[config.mk]
export PLATFORM = sky130hd
export DESIGN_NAME = note_table_arbiter
export DESIGN_NICKNAME = d
export VERILOG_FILES = /design/src/rtl/note_table_arbiter.sv
export SDC_FILE = /design/constraint.sdc
export NUM_CORES = 1
export LEC_CHECK = 0
export CAP_MARGIN = 20
export CORE_AREA = 2 2 55 57
export CTS_CLUSTER_DIAMETER = 100
export CTS_CLUSTER_SIZE = 12
export DETAILED_ROUTE_END_ITERATION = 10
export DIE_AREA = 0 0 57 59
export PLACE_DENSITY_LB_ADDON = 0.12
export SETUP_SLACK_MARGIN = 0.5
export SYNTH_ARGS = -nofsm -noshare
export SYNTH_HDL_FRONTEND = slang
export SYNTH_SLANG_ARGS = --single-unit
export TNS_END_PERCENT = 5
[constraint.sdc]
create_clock -name i_clk -period 1.3 [get_ports i_clk]
set_input_delay 0.13 -clock i_clk [delete_from_list [all_inputs] [get_ports i_clk]]
set_output_delay 0.13 -clock i_clk [all_outputs]
set_load 0.03 [all_outputs]
[src/rtl/note_table_arbiter.sv]
// Shares one synchronous note -> phase-delta ROM between NUM_REQ sequencers via a grant/read pipeline.
// Build option NOTE_ARB_FIXED_PRIO_EN: lowest eligible index wins instead of round-robin.
module note_table_arbiter #(
  parameter int unsigned NUM_REQ         = 4,
  parameter int unsigned NOTE_W          = 6,
  parameter int unsigned DATA_W          = 32,
  parameter string       NOTE_TABLE_FILE = ""
) (
  input  logic                      i_clk,
  input  logic                      i_reset,
  input  logic [NUM_REQ-1:0]        i_req,
  input  logic [NUM_REQ*NOTE_W-1:0] i_req_note,
  output logic [NUM_REQ-1:0]        o_grant,
  output logic [NUM_REQ-1:0]        o_valid,
  output logic [DATA_W-1:0]         o_phase_delta,
  output logic                      o_busy
);

  localparam int unsigned DEPTH = 1 << NOTE_W;
  localparam int unsigned IDX_W = $clog2(NUM_REQ);

  typedef logic [DEPTH-1:0][DATA_W-1:0] rom_t;

  // Table image; all entries read as zero unless preloaded.
  rom_t rom = '0;

  logic [NUM_REQ-1:0] elig_c;
  logic [IDX_W-1:0]   win_c;
  logic               found_c;
  logic [NOTE_W-1:0]  note_c;
  logic [NOTE_W-1:0]  addr;

  // A channel already in the grant or read stage may not start another lookup.
  assign elig_c = i_req & ~o_grant & ~o_valid;

`ifdef NOTE_ARB_FIXED_PRIO_EN
  always_comb begin
    win_c   = '0;
    found_c = 1'b0;
    for (int unsigned i = 0; i < NUM_REQ; i++) begin
      if (!found_c && elig_c[i]) begin
        win_c   = IDX_W'(i);
        found_c = 1'b1;
      end
    end
  end
`else
  logic [IDX_W-1:0] ptr;
  int unsigned      cand_c;

  // Search ptr+1, ptr+2, ... wrapping at NUM_REQ; ptr is the last winner.
  always_comb begin
    win_c   = '0;
    found_c = 1'b0;
    cand_c  = 0;
    for (int unsigned k = 1; k <= NUM_REQ; k++) begin
      cand_c = 32'(ptr) + k;
      if (cand_c >= NUM_REQ) cand_c = cand_c - NUM_REQ;
      if (!found_c && elig_c[IDX_W'(cand_c)]) begin
        win_c   = IDX_W'(cand_c);
        found_c = 1'b1;
      end
    end
  end

  always_ff @(posedge i_clk) begin
    if (i_reset) begin
      ptr <= IDX_W'(NUM_REQ - 1);
    end else if (found_c) begin
      ptr <= win_c;
    end
  end
`endif

  always_comb begin
    note_c = '0;
    for (int unsigned n = 0; n < NUM_REQ; n++) begin
      if (win_c == IDX_W'(n)) note_c = i_req_note[n*NOTE_W +: NOTE_W];
    end
  end

  // Stage G captures winner and note; stage R reads the ROM for last cycle's winner.
  always_ff @(posedge i_clk) begin
    if (i_reset) begin
      o_grant       <= '0;
      o_valid       <= '0;
      o_phase_delta <= '0;
      o_busy        <= 1'b0;
      addr          <= '0;
    end else begin
      o_grant <= found_c ? (NUM_REQ'(1) << win_c) : '0;
      o_valid <= o_grant;
      o_busy  <= found_c | (|o_grant);
      if (found_c) addr <= note_c;
      if (|o_grant) o_phase_delta <= rom[addr];
    end
  end

endmodule

# Yosys cells after proc, flatten, opt, wreduce, memory -nomap -nowiden
# Memories as Yosys holds them, arrays and structs flattened. A register that Yosys moved wholly into a read port is not among the register bits.
# Cells that the tools add are included.
# W data, S select, Z words.
[word_totals] ff_bits=17 mem_bits_ro=2048 input_bits=30 output_inout_bits=41 word_cells=65 n_memories=1
[memory_table] name="(no name shown)" depth=64 width=32 read_ports=1 rd_ports_with_merged_regs=1 wr=0 line_no="95" source="if (|o_grant) o_phase_delta <= rom[addr];"
[classes] addsub=8 order_cmp=8 n_eq_ne=3 n_shift=1 mux=24 bitwise=6 n_reduce_logical=9
[ops] op="$mux W6" count=4
[ops] op="$mux W2" count=8
[ops] op="$lt A2 B3 Y1 const B" count=4
[ops] op="$ge A3 B3 Y1 const B" count=3
[ops] op="$and A4 B4 Y4" count=2
[ops] op="$bmux W1 S2" count=4
[ops] op="$mux W1" count=8
[ops] op="$not A4 Y4" count=2
[ops] op="$sub A2 B1 Y2 const B" count=4
[ops] op="$add A2 B2 Y3 const B" count=2
[ops] op="$add A2 B3 Y4 const B" count=1
[ops] op="$eq A2 B2 Y1 const B" count=2
[ops] op="$ge A4 B3 Y1 const B" count=1
[ops] op="$reduce_or A4 Y1" count=1
[ops] op="$shl A1 B2 Y4 const A" count=1
[ops] op="$add A2 B1 Y3 const B" count=1
[ops] op="$logic_and A1 B1 Y1" count=3
[ops] op="$logic_not A1 Y1" count=3
[ops] op="$eq A2 B1 Y1 const B" count=1
[ops] op="$logic_not A2 Y1" count=1
[ops] op="$reduce_or A2 Y1" count=1
[ops] op="$not A1 Y1" count=1
[ops] op="$or A1 B1 Y1" count=1

# Longest topological paths before layout
[depth] depth_word=20 ltp_mapped=4

# Worst setup path before layout
# No wires, ideal clock.
[synth_timing] kind="register -> register" startpoint="register o_grant[3]" endpoint="register o_grant[3]" setup_time_ps=73 t_arrival_ps=1474 required_ps=1227 setup_slack_ps=-246 path_stages_with_launch=5 period_less_slack_ps=1546 path_cell_list="dfxtp_1 > or3b_4 > or3b_1 > nand4_2 > nor3b_2"
[synth_between] elab_chain_len=17
[synth_lines] element="start, declared" line_no="13" source="output logic [NUM_REQ-1:0] o_grant,"
[synth_lines] element="start signal, assigned" line_no="91" source="o_grant <= found_c ? (NUM_REQ'(1) << win_c) : '0;"
[synth_lines] element="$not A4 Y4 (*)" line_no="34" source="assign elig_c = i_req & ~o_grant & ~o_valid;"
[synth_lines] element="$and A4 B4 Y4 (*) (2 in series)" line_no="34"
[synth_lines] element="$bmux W1 S2" line_no="59" source="if (!found_c && elig_c[IDX_W'(cand_c)]) begin"
[synth_lines] element="$mux W1 (not written as such)" line_no="59"
[synth_lines] element="$mux W1" line_no="59"
[synth_lines] element="$logic_not A1 Y1" line_no="59"
[synth_lines] element="$logic_and A1 B1 Y1" line_no="59"
[synth_lines] element="$mux W1" line_no="59"
[synth_lines] element="$logic_not A1 Y1" line_no="59"
[synth_lines] element="$logic_and A1 B1 Y1" line_no="59"
[synth_lines] element="$mux W1" line_no="59"
[synth_lines] element="$logic_not A1 Y1" line_no="59"
[synth_lines] element="$logic_and A1 B1 Y1" line_no="59"
[synth_lines] element="$mux W1" line_no="59"
[synth_lines] element="$not A1 Y1 (no line)"
[synth_lines] element="$reduce_or A2 Y1 (no line)"
# Mark *: on every way between the ends. The rest lies on a longest branch, timed or not. The select of a mux whose other input is x is not followed.
# A chain may end at the register's enable or synchronous reset.

# Worst setup path in the final report
# Same ends and word-level chain as after synthesis.

==> metrics <==
status finished, violations left; failing checks setup timing; clock power share 16.9%; drt pass-1 iters 4; DRT antenna net count 0; Total Wirelength approximately 1.2 mm; Cells after Synth 77; Detailed Place HPWL 1.028 mm; top-count cell post-synth buf_4; post-synthesis compound-gate area fraction around 5.9%; CTS root buf clkbuf_4; worst min-delay path class in2reg; grt met3 use between 3 and 4%; Ports 71; Worst EP arrival approximately 1.6 ns; IO buf count 14; number of distinct library cells after synthesis 25; total gr overflow 0; Pwr Total between 0.001 and 0.0015 W; net switching power 0.0005312 W; final worst slack -0.1496 ns; num rows 19; syn_area_per_cell around 9.1 um2; switching part of the total between 30% and 40%; Hold Fails Final Rpt 0; Yosys top cell by area buf_4; grt met1 use roughly 8.0%; xor and xnor area share after synthesis 0%; gr usage total under 10%; mux contribution to synthesized area 0%; CORE AREA about 2700 um2; unrepaired setup endpoints after global routing yes; Remaining DRCs 0; GPL Wtd Cong ~0.7; fin crit period approximately 1.4 ns; predominant post-synthesis flop cell dfxtp_1; Worst-Skew Late Latency approximately 0.26 ns; met2 Use GR between 10 and 15%; largest family of logic cells by synthesized area buffers and inverters; crit path buf inv count 0; Tcrit/Tclk final 111.5%; Seq/Total Area, Yosys 31.60%; CTS Buf Count 3; Post-synth top cells buf_4, dfxtp_1, nor2b_1, or3b_1; Max FO, Critical Path 5; first-pass GRT wire length between 1.5 and 2 mm; PD cells around 1500 nW/um2; DRT iter0 DRCs 8; simple-gate portion of the synthesized area roughly 27%; DR vias/cell 3.711; post-layout util roughly 33%; CTS tree built; Internal Power ~0.00080 W; die height around 59 um; Crit. End Element register; Post-synth EDFFs 0; max incr delay on CP 0.40 ns; adder-cell share of the synthesized area 0%; Yosys top cell area share between 30% and 40%; CP max stage cell or3b_4; Post-DP Area about 830 um2; fraction of registers with async set/reset 0%; final setup TNS -0.5590 ns; number of global-route vias before repair between 400 and 500; Logic pwr share approximately half; Final #Nets around 140; Seq cells post-synth 11; clock tree sinks 11; initial core utilization between 20% and 30%; Finish-stage setup viols 7; Crit path required time between 1 and 1.5 ns; antenna cells 0; crit start category register; post-route cell area 880.8 um2; clk_skew between 0.004 and 0.005 ns; Worst-path clk slew approximately 0.060 ns; Max Fclk approximately 690 MHz; largest cells by area after synthesis buf_4, dfxtp_1, nor2b_1; Die X 57 um; postcts setup bufs 0; CP cell instances or3b_4, or3b_4, nand4_4, nor3b_2; cell area after synthesis 696.9 um2; max-slew violation count 0; busiest grt layer met2; kind of critical path reg2reg; clk buf depth 2; share of cells above drive strength 1 between 30% and 40%; initial antenna violation count 0; yosys warns 0; sequential share of power between 30 and 40%; H-Tree Depth 1; Max-cap violations 0; WL per Instance slightly below 9 um; leakage power between 0.4 and 0.5 nW; Area growth syn-to-layout 26.39%; cell mode on critical path or3b_4; crit-path leading delay family simple AND/OR/NAND/NOR gates; largest net degree at the start of global routing 7; via count ~500; DIE AREA roughly 3400 um2; IR drop worst, VDD between 0.0004 and 0.0005 V; hold_buf cts 0
==> area by class of cell <==
| cell class | instances | area, um2 |
|---|---|---|
| fill | 298 | 1829 |
| clock buffer | 4 | 26.28 |
| tap | 31 | 38.79 |
| multi-input combinational | 64 | 362.8 |
| timing repair buffer | 24 | 220.2 |
| inverter | 1 | 3.754 |
| sequential | 11 | 229.0 |
==> registers in the layout, indices dropped and copies added, names as in the netlist <==
signal	flops
o_grant	4
o_valid	4
ptr	2
o_busy	1
==> path summary, 6_finish.rpt <==
check | start | end | slack [ns] | cells past startpoint
max | o_grant[3]$_SDFF_PP0_ | o_grant[3]$_SDFF_PP0_ | -0.15 | 4
min | i_reset | o_valid[1]$_SDFF_PP0_ | 0.50 | 2
max reg2reg | o_grant[3]$_SDFF_PP0_ | o_grant[3]$_SDFF_PP0_ | -0.15 | 4
min reg2reg | o_grant[1]$_SDFF_PP0_ | o_valid[1]$_SDFF_PP0_ | 0.53 | 1
==> timing repair <==
action | in CTS | in global routing
cloned | 0 | 0
setup endpoints to repair | 16 | 16
pin swaps | 1 | 0
resized for setup | 55 | 7
==> cell usage in the layout (no fill, tap or decap), types with 2 or more instances in the layout <==
cell type	instances
dfxtp_2	4
buf_6	7
dfxtp_1	6
or3b_4	2
nand2b_1	2
nand3_1	2
nor2b_1	5
nor4b_1	2
clkbuf_4	3
or3b_1	2
conb_1	32
clkdlybuf4s50_1	5
buf_4	11
nand2_1	2
==> routing by layer <==
| metal | wire length, um | share of wire [%] |
|---|---|---|
| met1 | 448 | 37 |
| met2 | 618 | 52 |
| met3 | 120 | 10 |
| met4 | 8 | 0.67 |
| met5 | 0 | 0 |
==> logic make-up after synthesis <==
family,Yosys count
buffers and inverters,33
AND/OR/NAND/NOR,26
AO/OA/AOI/OAI,6
flip-flops,11
other,1
==> power groups by stage <==
stage	Clock (W)	Sequential, W	Combinational (W)
CTS	0.000244	0.000447	0.000646
global route	0.000258	0.000454	0.000716
global placement	0	0.000454	0.000639
detailed placement	0	0.000452	0.000635
finish	0.000225	0.000446	0.000664
floorplan	0	0.000542	0.000382
==> stage by stage <==
| step | hold WS [ns] | worst slack, ns | instances |
|---|---|---|---|
| global route | 0.5155 | -0.2075 | 135 |
| finish | 0.5016 | -0.1496 | 135 |
| detailed placement | 0.5339 | -0.4157 | 131 |
| global placement | 0.5318 | -0.3914 | 131 |
| floorplan | 0.1942 | -0.1535 | 108 |
| CTS | 0.4978 | -0.1669 | 135 |
Power figures use the tool's default switching activity.
